### src/rtl/apb_slave_regfile_if.sv
// APB bus bundle between a master and apb_slave_regfile.
// pstrb exists only when APB_PSTRB_EN is defined.
interface apb_slave_regfile_if #(
  parameter int unsigned ADDR_W = 8
);
  logic              psel;
  logic              penable;
  logic              pwrite;
  logic [ADDR_W-1:0] paddr;
  logic [31:0]       pwdata;
`ifdef APB_PSTRB_EN
  logic [3:0]        pstrb;
`endif
  logic [31:0]       prdata;
  logic              pready;
  logic              pslverr;

  modport master (
    output psel, penable, pwrite, paddr, pwdata,
`ifdef APB_PSTRB_EN
    output pstrb,
`endif
    input  prdata, pready, pslverr
  );

  modport slave (
    input  psel, penable, pwrite, paddr, pwdata,
`ifdef APB_PSTRB_EN
    input  pstrb,
`endif
    output prdata, pready, pslverr
  );
endinterface

### src/rtl/apb_slave_regfile.sv
// APB slave register file: NUM_REGS x 32-bit registers, fixed wait states, pslverr on bad address.
// Define APB_PSTRB_EN to add byte write strobes (pstrb); default build writes whole words.
module apb_slave_regfile #(
  parameter int unsigned ADDR_W      = 8,
  parameter int unsigned NUM_REGS    = 8,
  parameter int unsigned WAIT_CYCLES = 1
) (
  input  logic                pclk,
  input  logic                presetn,
  apb_slave_regfile_if.slave  apb,
  output logic [31:0]         ctrl_q
);

  localparam int unsigned IdxW = (NUM_REGS > 1) ? $clog2(NUM_REGS) : 1;

  typedef enum logic [0:0] {StIdle, StAccess} state_e;

  state_e            state_q, state_d;
  logic [3:0]        cnt_q, cnt_d;
  logic              wr_q, wr_d;
  logic [ADDR_W-1:0] addr_q, addr_d;
  logic [31:0]       wdata_q, wdata_d;
  logic [3:0]        be;
  logic [31:0]       regs_q [NUM_REGS];

  logic [31:0]       word_idx;
  logic [IdxW-1:0]   sel;
  logic              err;
  logic              ready;
  logic              we;

`ifdef APB_PSTRB_EN
  logic [3:0] strb_q, strb_d;

  always_ff @(posedge pclk or negedge presetn) begin
    if (!presetn) begin
      strb_q <= '0;
    end else begin
      strb_q <= strb_d;
    end
  end

  always_comb begin
    strb_d = strb_q;
    if (state_q == StIdle && apb.psel && !apb.penable) begin
      strb_d = apb.pstrb;
    end
  end

  assign be = strb_q;
`else
  assign be = 4'hF;
`endif

  assign word_idx = 32'(addr_q[ADDR_W-1:2]);
  assign sel      = word_idx[IdxW-1:0];
  assign err      = (word_idx >= NUM_REGS) || (addr_q[1:0] != 2'b00);

  always_ff @(posedge pclk or negedge presetn) begin
    if (!presetn) begin
      state_q <= StIdle;
      cnt_q   <= '0;
      wr_q    <= 1'b0;
      addr_q  <= '0;
      wdata_q <= '0;
    end else begin
      state_q <= state_d;
      cnt_q   <= cnt_d;
      wr_q    <= wr_d;
      addr_q  <= addr_d;
      wdata_q <= wdata_d;
    end
  end

  always_comb begin
    state_d = state_q;
    cnt_d   = cnt_q;
    wr_d    = wr_q;
    addr_d  = addr_q;
    wdata_d = wdata_q;
    we      = 1'b0;
    unique case (state_q)
      StIdle: begin
        // An enable with no preceding setup phase is not a transfer start.
        if (apb.psel && !apb.penable) begin
          state_d = StAccess;
          cnt_d   = 4'(WAIT_CYCLES);
          wr_d    = apb.pwrite;
          addr_d  = apb.paddr;
          wdata_d = apb.pwdata;
        end
      end
      StAccess: begin
        if (!apb.psel) begin
          state_d = StIdle;
        end else if (cnt_q != 4'd0) begin
          cnt_d = cnt_q - 4'd1;
        end else if (apb.penable) begin
          state_d = StIdle;
          we      = wr_q && !err;
        end
      end
      default: state_d = StIdle;
    endcase
  end

  assign ready       = (state_q == StIdle) || (cnt_q == 4'd0);
  assign apb.pready  = ready;
  assign apb.pslverr = (state_q == StAccess) && (cnt_q == 4'd0) && err;
  assign apb.prdata  = ((state_q == StAccess) && (cnt_q == 4'd0) && !err && !wr_q) ?
                       regs_q[sel] : 32'h0;

  always_ff @(posedge pclk or negedge presetn) begin
    if (!presetn) begin
      for (int unsigned i = 0; i < NUM_REGS; i++) begin
        regs_q[i] <= '0;
      end
    end else if (we) begin
      for (int unsigned b = 0; b < 4; b++) begin
        if (be[b]) begin
          regs_q[sel][8*b +: 8] <= wdata_q[8*b +: 8];
        end
      end
    end
  end

  assign ctrl_q = regs_q[0];

endmodule

### src/flat_wrapper.sv
// flat-port wrapper written by rule: the top's interface ports become plain ports
module apb_slave_regfile_flat 
#(
  parameter int unsigned ADDR_W      = 8,
  parameter int unsigned NUM_REGS    = 8,
  parameter int unsigned WAIT_CYCLES = 1
)
  (pclk, presetn, ctrl_q, apb_psel, apb_penable, apb_pwrite, apb_paddr, apb_pwdata, apb_prdata, apb_pready, apb_pslverr);
  apb_slave_regfile_if #(.ADDR_W(ADDR_W)) apb_i ();
  input  logic pclk;
  input  logic presetn;
  output logic [31:0] ctrl_q;
  input wire logic [$bits(apb_i.psel)-1:0] apb_psel;
  input wire logic [$bits(apb_i.penable)-1:0] apb_penable;
  input wire logic [$bits(apb_i.pwrite)-1:0] apb_pwrite;
  input wire logic [$bits(apb_i.paddr)-1:0] apb_paddr;
  input wire logic [$bits(apb_i.pwdata)-1:0] apb_pwdata;
  output wire logic [$bits(apb_i.prdata)-1:0] apb_prdata;
  output wire logic [$bits(apb_i.pready)-1:0] apb_pready;
  output wire logic [$bits(apb_i.pslverr)-1:0] apb_pslverr;
  assign apb_i.psel = apb_psel;
  assign apb_i.penable = apb_penable;
  assign apb_i.pwrite = apb_pwrite;
  assign apb_i.paddr = apb_paddr;
  assign apb_i.pwdata = apb_pwdata;
  assign apb_prdata = apb_i.prdata;
  assign apb_pready = apb_i.pready;
  assign apb_pslverr = apb_i.pslverr;
  apb_slave_regfile #(.ADDR_W(ADDR_W), .NUM_REGS(NUM_REGS), .WAIT_CYCLES(WAIT_CYCLES)) u_core (.pclk(pclk), .presetn(presetn), .apb(apb_i), .ctrl_q(ctrl_q));
endmodule
### config.mk
export PLATFORM = sky130hd
export DESIGN_NAME = apb_slave_regfile_flat
export DESIGN_NICKNAME = d
export VERILOG_FILES = /design/src/rtl/apb_slave_regfile_if.sv /design/src/rtl/apb_slave_regfile.sv /design/src/flat_wrapper.sv
export SDC_FILE = /design/constraint.sdc
export NUM_CORES = 1
export LEC_CHECK = 0
export CAP_MARGIN = 20
export CORE_ASPECT_RATIO = 0.5
export CORE_UTILIZATION = 60
export DETAILED_ROUTE_END_ITERATION = 8
export PLACE_DENSITY = 0.82
export SYNTH_ARGS = -nofsm -noshare
export SYNTH_HDL_FRONTEND = slang
export SYNTH_SLANG_ARGS = --single-unit
### constraint.sdc
create_clock -name pclk -period 7 [get_ports pclk]
set_input_delay 1.4 -clock pclk [delete_from_list [all_inputs] [get_ports pclk]]
set_output_delay 1.4 -clock pclk [all_outputs]
set_load 0.01 [all_outputs]
==> results by group <==
Status
  – Status: finished, final reports clean

Power and ir drop
  – Sw frac: 27.0%
  – Seq pwr share: between 40% and 50%
  – Clock power frac: 37.1%
  – Net switching power: 0.00107 W
  – VDD IR max: approximately 0.14 mV
  – Pwr Density: 268 nW/um^2
  – P_leak: 7.12 nW
  – Pint: 0.00289 W
  – Gate power share: 13.5%

Global route
  – Vias in the first global route: 8691
  – First-pass GRT wire length: 47700 um
  – Global route overflow: 0
  – Largest net degree at the start of global routing: 188
  – GRT Util Overall: between 20% and 30%
  – Initial antenna violation count: 0

Min path
  – Hold/Removal Path Class: reg2reg
  – Hold depth: 1

Logic synthesis
  – Top cell type's share of synthesized area: 58.6%
  – Syn Nets: 957
  – Seq/Total Area, Yosys: roughly three fifths
  – Post-synth EDFFs: 0
  – FF+latch count, synth: 302
  – Most common cell in the netlist: dfrtp_1
  – Largest cells by area after synthesis: dfrtp_1, mux2_2, o22ai_1
  – Synth Flop Type: dfrtp_1
  – Synth warn: 0
  – Asr flop ratio synth: 100%
  – Most common library cells after synthesis: dfrtp_1, mux2_2, o22ai_1
  – Area leader, netlist: dfrtp_1
  – Synth Instances: 911
  – Synth cell types: 34
  – Mapped cell area: 12900 sq um
  – Post-Syn Area per Cell: 14.1 sq um

Final layout
  – Share of cells above drive strength 1: around 36%
  – Final Cell Area: 14800 sq um
  – # nets final: around 1.0k
  – P&R area growth vs syn: 14.9%
  – Util after Layout: a little under three quarters
  – # diodes: 0

Clock network
  – TritonCTS clock tree: built
  – CTS sink count: 302
  – CTS Buf Count: 26
  – Root Driver: clkbuf_16
  – Clock Latency Late Sink: 550 ps
  – H-tree depth: 1
  – Clk buf depth: 3
  – Setup bufs post-CTS: 0
  – Cts repair resizes: 0
  – Hold_buf cts: 0
  – CTS clk-pin slew, worst paths: 70 ps

Setup path
  – Critical-path maximum fanout: 19
  – Critical Path AT: 3530 ps
  – Worst EP required: between 5000 and 6000 ps
  – Crit. End Element: output pin
  – Crit start category: flip-flop
  – R2R depth: 6
  – Worst setup path category: reg2out

STA
  – Final period util: 70.4%
  – Worst Tran Pin Value: 1120 ps
  – Fmax: 203 MHz
  – Setup violators final: 0
  – Final hold vios: 0
  – Worst Skew: between 15 and 20 ps
  – Setup TNS: 0 ps
  – Slew margin rel.: 25.3%
  – Clock period minus worst slack: 4930 ps
  – Final Slew Violations: 0
  – RSZ-0062 raised after global routing: false

Place
  – Dpl hpwl: 17000 um
  – Port Buffer Count: 110
  – DP Area: 13900 sq um
  – Routability congestion estimate: 0.747

Routing
  – Routed WL per cell: 23.8 um
  – Drt drc: 0
  – Antenna viol nets, final: 0
  – DR vias/cell: 6.45
  – Initial detailed-routing violation count: approximately 540
  – TritonRoute pass-1 iters: 5
  – Final wirelength: 29800 um
  – Via count: 8067

Floorplan
  – FP Rows: 37
  – Initial Utilization: 62.0%
  – Io pins: roughly 110
  – DIE WIDTH: 209 um
  – Die area: between 20000 and 25000 sq um
  – Core area: ~21000 sq um
  – Die Y: 106 um

Flow run
  – Max Cap Viol: 0
[critical path, stage by stage (launching register included)]
cell and delay (ps):
dfrtp_1 560, nand3b_1 710, buf_4 420, o22ai_1 130, nor4_1 480, clkdlybuf4s50_1 650
[layer usage]
metal	part of all wire (%)	global-route usage (%)	wire length, um
met1	45	39.5	13500
met2	48	45.6	14400
met3	5.0	4.71	1480
met4	1.3	5.83	389
met5	0	0	0
[power by group through the flow]
| stage | clock [W] | sequential (W) | combinational (W) |
|---|---|---|---|
| floorplan | 0 | 0.00193 | 0.000360 |
| finish | 0.00147 | 0.00196 | 0.000536 |
| global placement | 0 | 0.00197 | 0.000509 |
| CTS | 0.00149 | 0.00195 | 0.000534 |
| detailed placement | 0 | 0.00198 | 0.000530 |
| global route | 0.00156 | 0.00197 | 0.000580 |
[final timing paths]
path,from,endpoint,slack (ps)
worst max-delay path,u_core.addr_q[3],apb_prdata[23],2070
max in group asynchronous,presetn,u_core.wdata_q[12],4530
min in group asynchronous,presetn,u_core.addr_q[1],920
worst min-delay path,u_core.regs_q[56],u_core.regs_q[56],500
worst min register to register,u_core.regs_q[56],u_core.regs_q[56],500
worst max register to register,u_core.cnt_q[0],u_core.regs_q[34],3690
[placed cells by master, fill, tap and decap left out, types with 3 or more instances in the layout]
| cell | Yosys | routed |
|---|---|---|
| nand2_1 | 9 | 5 |
| o22ai_1 | 64 | 64 |
| mux2_1 | 9 | 9 |
| nand2b_2 | 0 | 4 |
| clkbuf_8 | 0 | 6 |
| clkbuf_1 | 35 | 6 |
| nand2_2 | 0 | 4 |
| o22a_1 | 31 | 31 |
| clkbuf_16 | 0 | 26 |
| clkdlybuf4s50_1 | 0 | 109 |
| o221ai_1 | 31 | 31 |
| a21oi_1 | 3 | 3 |
| nor2_1 | 8 | 8 |
| clkinv_2 | 0 | 4 |
| nor4_1 | 31 | 31 |
| mux2_2 | 288 | 288 |
| buf_4 | 32 | 7 |
| nand3b_1 | 3 | 3 |
| dfrtp_1 | 302 | 302 |
| inv_1 | 6 | 6 |
| or3b_2 | 3 | 3 |
[stage by stage]
step           hold slack, ps  cells  total power [W]  setup WS (ps)
6_report                  495   1251          0.00396           2070
2_1_floorplan             453    911          0.00229           3660
3_3_place_gp              474   1204          0.00248           2780
3_5_place_dp              483   1204          0.00251           2730
5_1_grt                   517   1251          0.00411           1960
4_1_cts                   497   1251          0.00397           2110
[registers in the layout, summed over array words and instances (netlist names)]
name,count
u_core.wr_q,1
u_core.wdata_q,32
u_core.cnt_q,4
u_core.state_q,1
u_core.ctrl_q,32
u_core.addr_q,8
u_core.regs_q,224
[final cells by class]
cell class / instances / area, sq um
Fill cell: 1327 / 5980
Timing Repair Buffer: 118 / 1180
Inverter: 6 / 22.5
Sequential cell: 302 / 7560
Clock buffer: 38 / 756
Tap cell: 273 / 342
Clock inverter: 9 / 115
Multi-Input combinational cell: 505 / 4830
[kinds of logic after synthesis]
kind of cell	after synthesis	synth area share, %
AO/OA/AOI/OAI	132	7.63
XOR/XNOR	1	0.0680
adder cells (fa/ha/maj)	1	0.0971
buffers and inverters	104	4.08
flip-flops	302	58.6
multiplexers	298	26.0
AND/OR/NAND/NOR	73	3.45
Power figures use the tool's default switching activity.
